File: src/rtl/shift_out_ctrl_if.sv
// Handshake and serial-output bundle for shift_out_ctrl.
// The master drives the requests and the slave (the controller) returns the serial lines and status.
interface shift_out_ctrl_if #(
    parameter int DATA_W = 16
) ();
    logic              start;
    logic [DATA_W-1:0] data;
    logic              lsb_first;
    logic              abort;
    logic              sclk;
    logic              sdata;
    logic              latch;
    logic              busy;
    logic              done;

    modport master (
        output start, data, lsb_first, abort,
        input  sclk, sdata, latch, busy, done
    );

    modport slave (
        input  start, data, lsb_first, abort,
        output sclk, sdata, latch, busy, done
    );
endinterface

File: src/rtl/shift_out_ctrl.sv
// Serial shift-out controller: clocks a captured word into an external shift register,
// strobes its storage latch, then pulses done. Every output comes straight from a flop.
module shift_out_ctrl #(
    parameter int DATA_W  = 16,
    parameter int CLK_DIV = 4
) (
    input logic           clk,
    input logic           reset_n,
    shift_out_ctrl_if.slave bus
);
    localparam int PH_W  = (CLK_DIV > 1) ? $clog2(CLK_DIV) : 1;
    localparam int BIT_W = (DATA_W > 1) ? $clog2(DATA_W) : 1;
    localparam logic [PH_W-1:0]  PH_LAST  = PH_W'(CLK_DIV - 1);
    localparam logic [BIT_W-1:0] BIT_LAST = BIT_W'(DATA_W - 1);

    localparam logic [1:0] ST_IDLE  = 2'd0;
    localparam logic [1:0] ST_SHIFT = 2'd1;
    localparam logic [1:0] ST_LATCH = 2'd2;
    localparam logic [1:0] ST_DONE  = 2'd3;

    // The word is stored in transmit order so the outgoing bit is always bit 0.
    function automatic logic [DATA_W-1:0] tx_order(input logic [DATA_W-1:0] w, input logic lsb);
        logic [DATA_W-1:0] r;
        for (int i = 0; i < DATA_W; i++) begin
            r[i] = lsb ? w[i] : w[DATA_W-1-i];
        end
        return r;
    endfunction

    logic [1:0]        state_r, state_s;
    logic              phase_hi_r, phase_hi_s;
    logic [PH_W-1:0]   phase_cnt_r, phase_cnt_s;
    logic [BIT_W-1:0]  bit_cnt_r, bit_cnt_s;
    logic [DATA_W-1:0] word_r, word_s;
    logic              sclk_r, sclk_s;
    logic              sdata_r, sdata_s;
    logic              latch_r, latch_s;
    logic              busy_r, busy_s;
    logic              done_r, done_s;
    logic [DATA_W-1:0] cap_word_s;
    logic [DATA_W-1:0] shifted_s;

    assign cap_word_s = tx_order(bus.data, bus.lsb_first);
    assign shifted_s  = word_r >> 1'b1;

    // Next-state and next-output logic for the transfer sequencer.
    always_comb begin
        state_s     = state_r;
        phase_hi_s  = phase_hi_r;
        phase_cnt_s = phase_cnt_r;
        bit_cnt_s   = bit_cnt_r;
        word_s      = word_r;
        sclk_s      = sclk_r;
        sdata_s     = sdata_r;
        latch_s     = latch_r;
        busy_s      = busy_r;
        done_s      = done_r;
        if (bus.abort && (state_r != ST_IDLE)) begin
            state_s     = ST_IDLE;
            phase_hi_s  = 1'b0;
            phase_cnt_s = {PH_W{1'b0}};
            bit_cnt_s   = {BIT_W{1'b0}};
            word_s      = {DATA_W{1'b0}};
            sclk_s      = 1'b0;
            sdata_s     = 1'b0;
            latch_s     = 1'b0;
            busy_s      = 1'b0;
            done_s      = 1'b0;
        end else begin
            case (state_r)
                ST_IDLE: begin
                    // abort in IDLE suppresses a simultaneous start
                    if (bus.start && !bus.abort) begin
                        state_s     = ST_SHIFT;
                        phase_hi_s  = 1'b0;
                        phase_cnt_s = {PH_W{1'b0}};
                        bit_cnt_s   = {BIT_W{1'b0}};
                        word_s      = cap_word_s;
                        sclk_s      = 1'b0;
                        sdata_s     = cap_word_s[0];
                        latch_s     = 1'b0;
                        busy_s      = 1'b1;
                        done_s      = 1'b0;
                    end else begin
                        sclk_s  = 1'b0;
                        sdata_s = 1'b0;
                        latch_s = 1'b0;
                        busy_s  = 1'b0;
                        done_s  = 1'b0;
                    end
                end
                ST_SHIFT: begin
                    if (phase_cnt_r != PH_LAST) begin
                        phase_cnt_s = phase_cnt_r + PH_W'(1'b1);
                    end else begin
                        phase_cnt_s = {PH_W{1'b0}};
                        if (!phase_hi_r) begin
                            phase_hi_s = 1'b1;
                            sclk_s     = 1'b1;
                        end else if (bit_cnt_r != BIT_LAST) begin
                            // sdata only moves here, as sclk falls
                            phase_hi_s = 1'b0;
                            sclk_s     = 1'b0;
                            bit_cnt_s  = bit_cnt_r + BIT_W'(1'b1);
                            word_s     = shifted_s;
                            sdata_s    = shifted_s[0];
                        end else begin
                            state_s    = ST_LATCH;
                            phase_hi_s = 1'b0;
                            sclk_s     = 1'b0;
                            sdata_s    = 1'b0;
                            latch_s    = 1'b1;
                            word_s     = {DATA_W{1'b0}};
                        end
                    end
                end
                ST_LATCH: begin
                    if (phase_cnt_r != PH_LAST) begin
                        phase_cnt_s = phase_cnt_r + PH_W'(1'b1);
                    end else begin
                        phase_cnt_s = {PH_W{1'b0}};
                        state_s     = ST_DONE;
                        latch_s     = 1'b0;
                        done_s      = 1'b1;
                    end
                end
                ST_DONE: begin
                    state_s   = ST_IDLE;
                    bit_cnt_s = {BIT_W{1'b0}};
                    busy_s    = 1'b0;
                    done_s    = 1'b0;
                end
                default: begin
                    state_s     = ST_IDLE;
                    phase_hi_s  = 1'b0;
                    phase_cnt_s = {PH_W{1'b0}};
                    bit_cnt_s   = {BIT_W{1'b0}};
                    word_s      = {DATA_W{1'b0}};
                    sclk_s      = 1'b0;
                    sdata_s     = 1'b0;
                    latch_s     = 1'b0;
                    busy_s      = 1'b0;
                    done_s      = 1'b0;
                end
            endcase
        end
    end

    // State, counter, captured-word and output registers.
    always_ff @(posedge clk or negedge reset_n) begin
        if (!reset_n) begin
            state_r     <= ST_IDLE;
            phase_hi_r  <= 1'b0;
            phase_cnt_r <= {PH_W{1'b0}};
            bit_cnt_r   <= {BIT_W{1'b0}};
            word_r      <= {DATA_W{1'b0}};
            sclk_r      <= 1'b0;
            sdata_r     <= 1'b0;
            latch_r     <= 1'b0;
            busy_r      <= 1'b0;
            done_r      <= 1'b0;
        end else begin
            state_r     <= state_s;
            phase_hi_r  <= phase_hi_s;
            phase_cnt_r <= phase_cnt_s;
            bit_cnt_r   <= bit_cnt_s;
            word_r      <= word_s;
            sclk_r      <= sclk_s;
            sdata_r     <= sdata_s;
            latch_r     <= latch_s;
            busy_r      <= busy_s;
            done_r      <= done_s;
        end
    end

    assign bus.sclk  = sclk_r;
    assign bus.sdata = sdata_r;
    assign bus.latch = latch_r;
    assign bus.busy  = busy_r;
    assign bus.done  = done_r;
endmodule

File: src/flat_wrapper.sv
// flat-port wrapper written by rule: the top's interface ports become plain ports
module shift_out_ctrl_flat 
#(
    parameter int DATA_W  = 16,
    parameter int CLK_DIV = 4
)
  (clk, reset_n, bus_start, bus_data, bus_lsb_first, bus_abort, bus_sclk, bus_sdata, bus_latch, bus_busy, bus_done);
  shift_out_ctrl_if #(.DATA_W(DATA_W)) bus_i ();
  input logic clk;
  input logic reset_n;
  input wire logic [$bits(bus_i.start)-1:0] bus_start;
  input wire logic [$bits(bus_i.data)-1:0] bus_data;
  input wire logic [$bits(bus_i.lsb_first)-1:0] bus_lsb_first;
  input wire logic [$bits(bus_i.abort)-1:0] bus_abort;
  output wire logic [$bits(bus_i.sclk)-1:0] bus_sclk;
  output wire logic [$bits(bus_i.sdata)-1:0] bus_sdata;
  output wire logic [$bits(bus_i.latch)-1:0] bus_latch;
  output wire logic [$bits(bus_i.busy)-1:0] bus_busy;
  output wire logic [$bits(bus_i.done)-1:0] bus_done;
  assign bus_i.start = bus_start;
  assign bus_i.data = bus_data;
  assign bus_i.lsb_first = bus_lsb_first;
  assign bus_i.abort = bus_abort;
  assign bus_sclk = bus_i.sclk;
  assign bus_sdata = bus_i.sdata;
  assign bus_latch = bus_i.latch;
  assign bus_busy = bus_i.busy;
  assign bus_done = bus_i.done;
  shift_out_ctrl #(.DATA_W(DATA_W), .CLK_DIV(CLK_DIV)) u_core (.clk(clk), .reset_n(reset_n), .bus(bus_i));
endmodule
File: config.mk
export PLATFORM = sky130hd
export DESIGN_NAME = shift_out_ctrl_flat
export DESIGN_NICKNAME = d
export VERILOG_FILES = /design/src/rtl/shift_out_ctrl_if.sv /design/src/rtl/shift_out_ctrl.sv /design/src/flat_wrapper.sv
export SDC_FILE = /design/constraint.sdc
export NUM_CORES = 1
export LEC_CHECK = 0
export BUFFER_PORTS_ARGS = -buffer_cell sky130_fd_sc_hd__buf_2
export CAP_MARGIN = 20
export CELL_PAD_IN_SITES_DETAIL_PLACEMENT = 1
export CELL_PAD_IN_SITES_GLOBAL_PLACEMENT = 1
export CORE_UTILIZATION = 24
export DETAILED_ROUTE_END_ITERATION = 7
export HOLD_SLACK_MARGIN = 0.06
export PLACE_DENSITY = 0.57
export SYNTH_ARGS = -nofsm -noshare
export SYNTH_HDL_FRONTEND = slang
export SYNTH_SLANG_ARGS = --single-unit
File: constraint.sdc
create_clock -name clk -period 2.2 [get_ports clk]
set_input_delay 0 -clock clk [delete_from_list [all_inputs] [get_ports clk]]
set_output_delay 0 -clock clk [all_outputs]
set_load 0.03 [all_outputs]
# Word level (Yosys, flattened, before mapping)
# Index checks and enable logic that the tools add are counted.
[word_totals]
reg_bits = 30
output_inout_bits = 5
wordCells = 109
[op_classes]
n_addsub = 2
eq_ne = 11
n_mux = 64
n_reduce_logical = 22
[ops]
columns = ["operator", "n"]
rows = [
  ["$mux 16", 4],
  ["$mux 1", 35],
  ["$pmux 16 s2", 1],
  ["$mux 4", 5],
  ["$mux 2", 9],
  ["$mux 15", 1],
  ["$reduce_and 5->1", 3],
  ["$pmux 4 s3", 1],
  ["$reduce_bool 3->1", 4],
  ["$pmux 1 s2", 5],
  ["$ne 3x1->1 const B", 3],
  ["$ne 3x2->1 const B", 3],
  ["$pmux 2 s4", 1],
  ["$reduce_bool 4->1", 2],
  ["$reduce_and 2->1", 3],
  ["$reduce_and 3->1", 2],
  ["$add 4x1->4 const B", 1],
  ["$eq 2x2->1 const B", 2],
  ["$ne 4x4->1 const B", 1],
  ["$pmux 2 s2", 1],
  ["$reduce_and 4->1", 1],
  ["$reduce_or 2->1", 2],
  ["$pmux 1 s3", 1],
  ["$add 2x1->2 const B", 1],
  ["other kinds (6)", 7],
]

# Longest topological paths before layout
[depth]
ltp_word = 6
mapped_depth = 9
mapped_depth_nobuf = 6

# Worst setup path before layout
# OpenSTA, ideal clock, no wires.
[synth_path]
path_kind = "reg2reg"
from = "register u_core.state_r[1]"
to = "register u_core.word_r[15]"
setup_ps = 125
arrival_time_ps = 1688
path_slack_ps = 387
path_stages_with_launch = 9
synth_period_minus_slack_ps = 1813
cell_sequence = "dfrtp_1 > inv_1 > ha_1 > buf_4 > and2b_1 > nand2_1 > and3_4 > buf_6 > mux2_4"
[synth_via]
elab_chain_len = 4
elab_cells_between_ends = 11
cone_classes = "eq/ne (4); mux (2); reduce/logical (5)"
[synth_lines]
columns = ["element", "line_no", "text"]
rows = [
  ["start: declaration", "shift_out_ctrl.sv:30", "logic [1:0] state_r, state_s;"],
  ["start signal: assignment", "shift_out_ctrl.sv:163", "state_r <= state_s;"],
  ["$reduce_bool 2->1", "shift_out_ctrl.sv:58", "if (bus.abort && (state_r != ST_IDLE)) begin"],
  ["$logic_and 1x1->1", "shift_out_ctrl.sv:58", ""],
  ["$ne 3x1->1 (no line), or another cell as far along", "-", ""],
  ["$reduce_and 4->1 (no line)", "-", ""],
  ["end signal: assignment", "shift_out_ctrl.sv:156", "word_r <= {DATA_W{1'b0}};"],
  ["end signal: assignment", "shift_out_ctrl.sv:167", "word_r <= word_s;"],
  ["end: declaration", "shift_out_ctrl.sv:34", "logic [DATA_W-1:0] word_r, word_s;"],
]
# Several ways; a longest one is shown, not always the timed one.
# A chain may end at the register's enable or synchronous reset.

# Worst setup path in the final report
[layout_path]
from = "register u_core.state_r[0]"
to = "register u_core.bit_cnt_r[0]"
[layout_via]
elab_chain_len = 4
elab_cells_between_ends = 13
cone_classes = "eq/ne (6); mux (2); reduce/logical (5)"
[layout_lines]
columns = ["element", "line_no", "text"]
rows = [
  ["$reduce_bool 2->1", "shift_out_ctrl.sv:58", ""],
  ["$logic_and 1x1->1", "shift_out_ctrl.sv:58", ""],
  ["$ne 3x1->1 (no line), or another cell as far along", "-", ""],
  ["$reduce_and 5->1 (no line)", "-", ""],
  ["end signal: assignment", "shift_out_ctrl.sv:155", "bit_cnt_r <= {BIT_W{1'b0}};"],
  ["end signal: assignment", "shift_out_ctrl.sv:166", "bit_cnt_r <= bit_cnt_s;"],
  ["end: declaration", "shift_out_ctrl.sv:33", "logic [BIT_W-1:0] bit_cnt_r, bit_cnt_s;"],
]
# Several ways; a longest one is shown, not always the timed one.

==> metrics list <==
- The worst register-to-register path has a setup slack of 160 ps.
- After layout, the worst path uses approximately 93% of the clock period.
* Gr usage total: between 10 and 15%
* Max Cap Violations: 0
* Placed Area: 2180 sq um
- Vias: 1545
- Average via count per standard cell: between 4 and 5
- Vias in the first global route: roughly 1600
* Arrival time worst endpoint: about 2200 ps
- Setup violations remaining at the end of the flow were counted as 0.
* I/O pin count: 26
- Hold path cells: 4
* Clock Latency Late Sink: just under 300 ps
* FILL cells: between 900 and 1000
* Worst endpoint required time: roughly 2400 ps
- The post-route netlist has 20.9% of its cells at a drive strength greater than 1.
* Setup Total Neg Slack: 0 ps
- Synth-to-layout area growth: 16.7%
- The floorplan has 32 rows.
- The run finished with clean final reports.
* Unrepaired setup endpoints after global routing: false
- Grouping stages by cell kind, the critical path spends the most delay in simple AND/OR/NAND/NOR gates.
- After routing the design area is roughly 2300 sq um.
* Maximum number of buffers from clock root to sink: 2
- The count of final max-slew check failures was 0.
- The detailed router finished its first iteration with 43 violations.
- Clock transition at the registers of the reported paths: roughly 70 ps
- In this run the critical register-to-register path is captured at u_core.bit_cnt_r[0].
- CTS built an H-tree with a depth of 2.
- The first global-routing pass estimated roughly 7600 microns of wire.
- Chip height: just over 90 microns
- Along the worst path, the maximum fanout reaches 5.
- Critical Path Sink Type: flip-flop
- TritonCTS built the clock tree.
- Floorplan die width: 92.1 microns
* Capture endpoint of the worst hold path: u_core.word_r[1]
- Tightest Hold Check Type: input port to flip-flop
- Leak: 1.12 nW
- Drt first pass iters: 4
- The final-report hold violation count was 0.
* PD cells: 1360 nW/um^2
- The worst setup path is of the flip-flop to flip-flop kind.
* Final WL: between 4000 and 5000 microns
- At the pin with the least slew margin, the transition time is between 600 and 700 ps.
- The detail route stage leaves a number of antenna-violating nets equal to 0.
- Number of buffers inserted by port buffering: 25
* CTS root buf: clkbuf_8
- Max incr delay on CP: between 400 and 500 ps
* Number of diodes: 0
- After layout, the design draws a total of about 3.1 mW.
- STA classifies the critical path startpoint as a flip-flop.
- Crit path time final: approximately 2000 ps
* Number of instances in the synthesized netlist: a little over 200
* Global route overflow: 0
- For this configuration, the core starts out at a cell density of between 20 and 25%.
- Number of clock buffers inserted by TritonCTS: 5
* Tightest hold margin: around 150 ps
* Portion of the post-synthesis area used by sequential elements: 37.2%
- Routability Congestion: approximately 0.84
* Layout Skew: around 5.6 ps
- The startpoint identified for the worst hold timing path is bus_abort.
* Post-synth net total: 236
- Cell area after synthesis: between 1500 and 2000 sq um
- Slowest CP cell: dfrtp_1
* Post-DP HPWL: 3360 microns
- The worst register-to-register path begins at u_core.state_r[0].
- Number of nets at the end of the flow: approximately 260
* Peak clock frequency supported by timing: approximately 490 MHz
- In the final layout, flip-flops and latches occupy approximately 730 sq um.
- Counting flops and latches in the post-synthesis netlist gives 29.
- Multi-input gate area: 1070 sq um
* Drc violations: 0
- Area inside the core boundary: ~7800 sq um
* Bufs and invs on worst path: 1
- Peak supply drop: roughly 500 uV
* Maximum number of pins on one net before global-route repair: 31
* Depth of the worst register-to-register path: 6
- Count of warnings emitted by yosys: 0
* Worst slew margin: between 50% and 60%
* Average routed wire per standard cell: 13.6 microns
* CTS Sinks: 29
- Netlist cell types: 43
- Avg Inst Size Synth: ~9.5 sq um
- The die covers approximately 8500 sq um.
- The initial antenna violation count came to 0.
* Critical-path cell list: inv_1 > ha_1 > nand2b_1 > a22oi_1 > and3_4 > mux2_1
worst reg2reg max path, delay by kind of cell (launching register included):
| family | cells | cell delay [ps] |
|---|---|---|
| buf+inv | 1 | 120 |
| mux | 1 | 320 |
| fa+ha+maj | 1 | 260 |
| simple gates | 2 | 510 |
| flops | 1 | 430 |
| compound gates | 1 | 280 |
worst max path at each step:
stage	startpoint	end	slack [ps]	depth (start not counted)
2_1_floorplan	u_core.state_r[1]	u_core.word_r[15]	390	8
3_3_place_gp	u_core.state_r[0]	u_core.bit_cnt_r[1]	230	6
3_5_place_dp	u_core.state_r[0]	u_core.bit_cnt_r[1]	150	6
4_1_cts	u_core.state_r[0]	u_core.word_r[8]	140	8
5_1_grt	u_core.state_r[0]	u_core.word_r[2]	9	8
6_report	u_core.state_r[0]	u_core.bit_cnt_r[0]	160	6
registers in the layout, summed over array words and instances, names as in the netlist:
signal,count
u_core.word_r,15
u_core.bit_cnt_r,4
u_core.bus.done,1
u_core.bus.busy,1
u_core.bus.sclk,1
u_core.phase_hi_r,1
u_core.bus.sdata,1
u_core.state_r,2
u_core.phase_cnt_r,2
u_core.bus.latch,1
routing by layer:
metal / GRT usage, % / part of all wire (%) / vias up
li1: - / - / 769
met1: 15.7 / 51 / 745
met2: 17.8 / 44 / 25
met3: 3.48 / 4.0 / 6
met4: 2.34 / 0.86 / 0
met5: 0 / 0 / -
Yosys cell counts:
cell type | n | area share [%]
o22ai_1 | 14 | 4.5
nor2b_4 | 1 | 0.71
and3_4 | 2 | 1.2
a2bb2oi_1 | 1 | 0.45
ha_1 | 9 | 5.8
nor2_1 | 5 | 0.96
nand3_1 | 5 | 1.3
mux2i_1 | 33 | 17
a21boi_0 | 1 | 0.39
and2b_1 | 1 | 0.39
buf_6 | 1 | 0.58
dfrtp_1 | 29 | 37
nand2b_1 | 3 | 0.96
nor3_1 | 3 | 0.77
o21ai_0 | 2 | 0.51
a211o_1 | 1 | 0.45
mux2_2 | 3 | 1.7
o211ai_1 | 3 | 1.2
buf_2 | 4 | 1.0
mux2_4 | 1 | 0.77
o31ai_1 | 2 | 0.77
and2_1 | 1 | 0.32
a22oi_1 | 1 | 0.39
a21bo_2 | 1 | 0.51
buf_4 | 2 | 0.77
buf_12 | 1 | 1.0
a21oi_1 | 2 | 0.51
mux2_1 | 2 | 1.2
nand3_2 | 1 | 0.51
and3_1 | 2 | 0.64
a41o_1 | 1 | 0.51
inv_1 | 19 | 3.7
or3_1 | 1 | 0.32
o21ai_1 | 1 | 0.26
nand2_1 | 33 | 6.4
nor3b_1 | 2 | 0.77
clkbuf_1 | 4 | 0.77
a31oi_1 | 1 | 0.32
o21ai_2 | 1 | 0.45
a22o_1 | 1 | 0.45
o2111ai_1 | 1 | 0.45
nor2b_1 | 3 | 0.96
o21a_1 | 1 | 0.39
per-stage QoR:
stage,util [%],cells,worst slack [ps]
final,29.1,336,157
after global routing,29.1,336,9.27
after CTS,29.1,336,142
after detailed placement,27.9,327,154
after global placement,27.9,327,227
after floorplan,-,206,387
placed cells by master (no fill, tap or decap), types with 2 or more instances in the layout:
| cell type | netlist | layout |
|---|---|---|
| o211ai_1 | 3 | 3 |
| inv_1 | 19 | 19 |
| mux2_2 | 3 | 3 |
| dfrtp_1 | 29 | 29 |
| clkbuf_8 | 0 | 5 |
| mux2i_1 | 33 | 33 |
| ha_1 | 9 | 9 |
| nor2b_1 | 3 | 3 |
| buf_2 | 4 | 25 |
| o31ai_1 | 2 | 2 |
| a21oi_1 | 2 | 2 |
| o22ai_1 | 14 | 14 |
| nor3b_1 | 2 | 2 |
| nand2b_1 | 3 | 3 |
| and3_1 | 2 | 2 |
| nand3_1 | 5 | 5 |
| nor3_1 | 3 | 3 |
| buf_4 | 2 | 5 |
| nand2_1 | 33 | 33 |
| nor2_1 | 5 | 5 |
| mux2_1 | 2 | 2 |
| clkinv_2 | 0 | 2 |
| and3_4 | 2 | 2 |
| o21ai_0 | 2 | 2 |
final cells by class:
cell class	count	area share (%)
clock inverter	3	0.770
multi-input combinational	146	47.1
clock buffer	5	3.03
sequential	29	31.9
tap	102	5.61
inverter	19	3.14
timing repair buffer	32	8.47
where the power goes:
part	switching (mW)	leakage (nW)	internal, mW
clock	0.224	0.0439	0.218
sequential	0.126	0.375	0.755
combinational	0.978	0.697	0.795
total	1.33	1.12	1.77
cells by family after synthesis:
logic type	synth area share (%)
AOI/OAI and AO/OA	12.5
muxes	20.6
DFF	37.2
and+or+nand+nor	16.1
adders and majority gates	5.78
buffers and inverters	7.83
repair_timing:
| item | in CTS | in global routing |
|---|---|---|
| hold buffers | 1 | 0 |
| setup buffers | 0 | 0 |
| endpoints found under the hold margin | 29 | 0 |
| gates resized for setup | 0 | 0 |
Power figures use the tool's default switching activity.
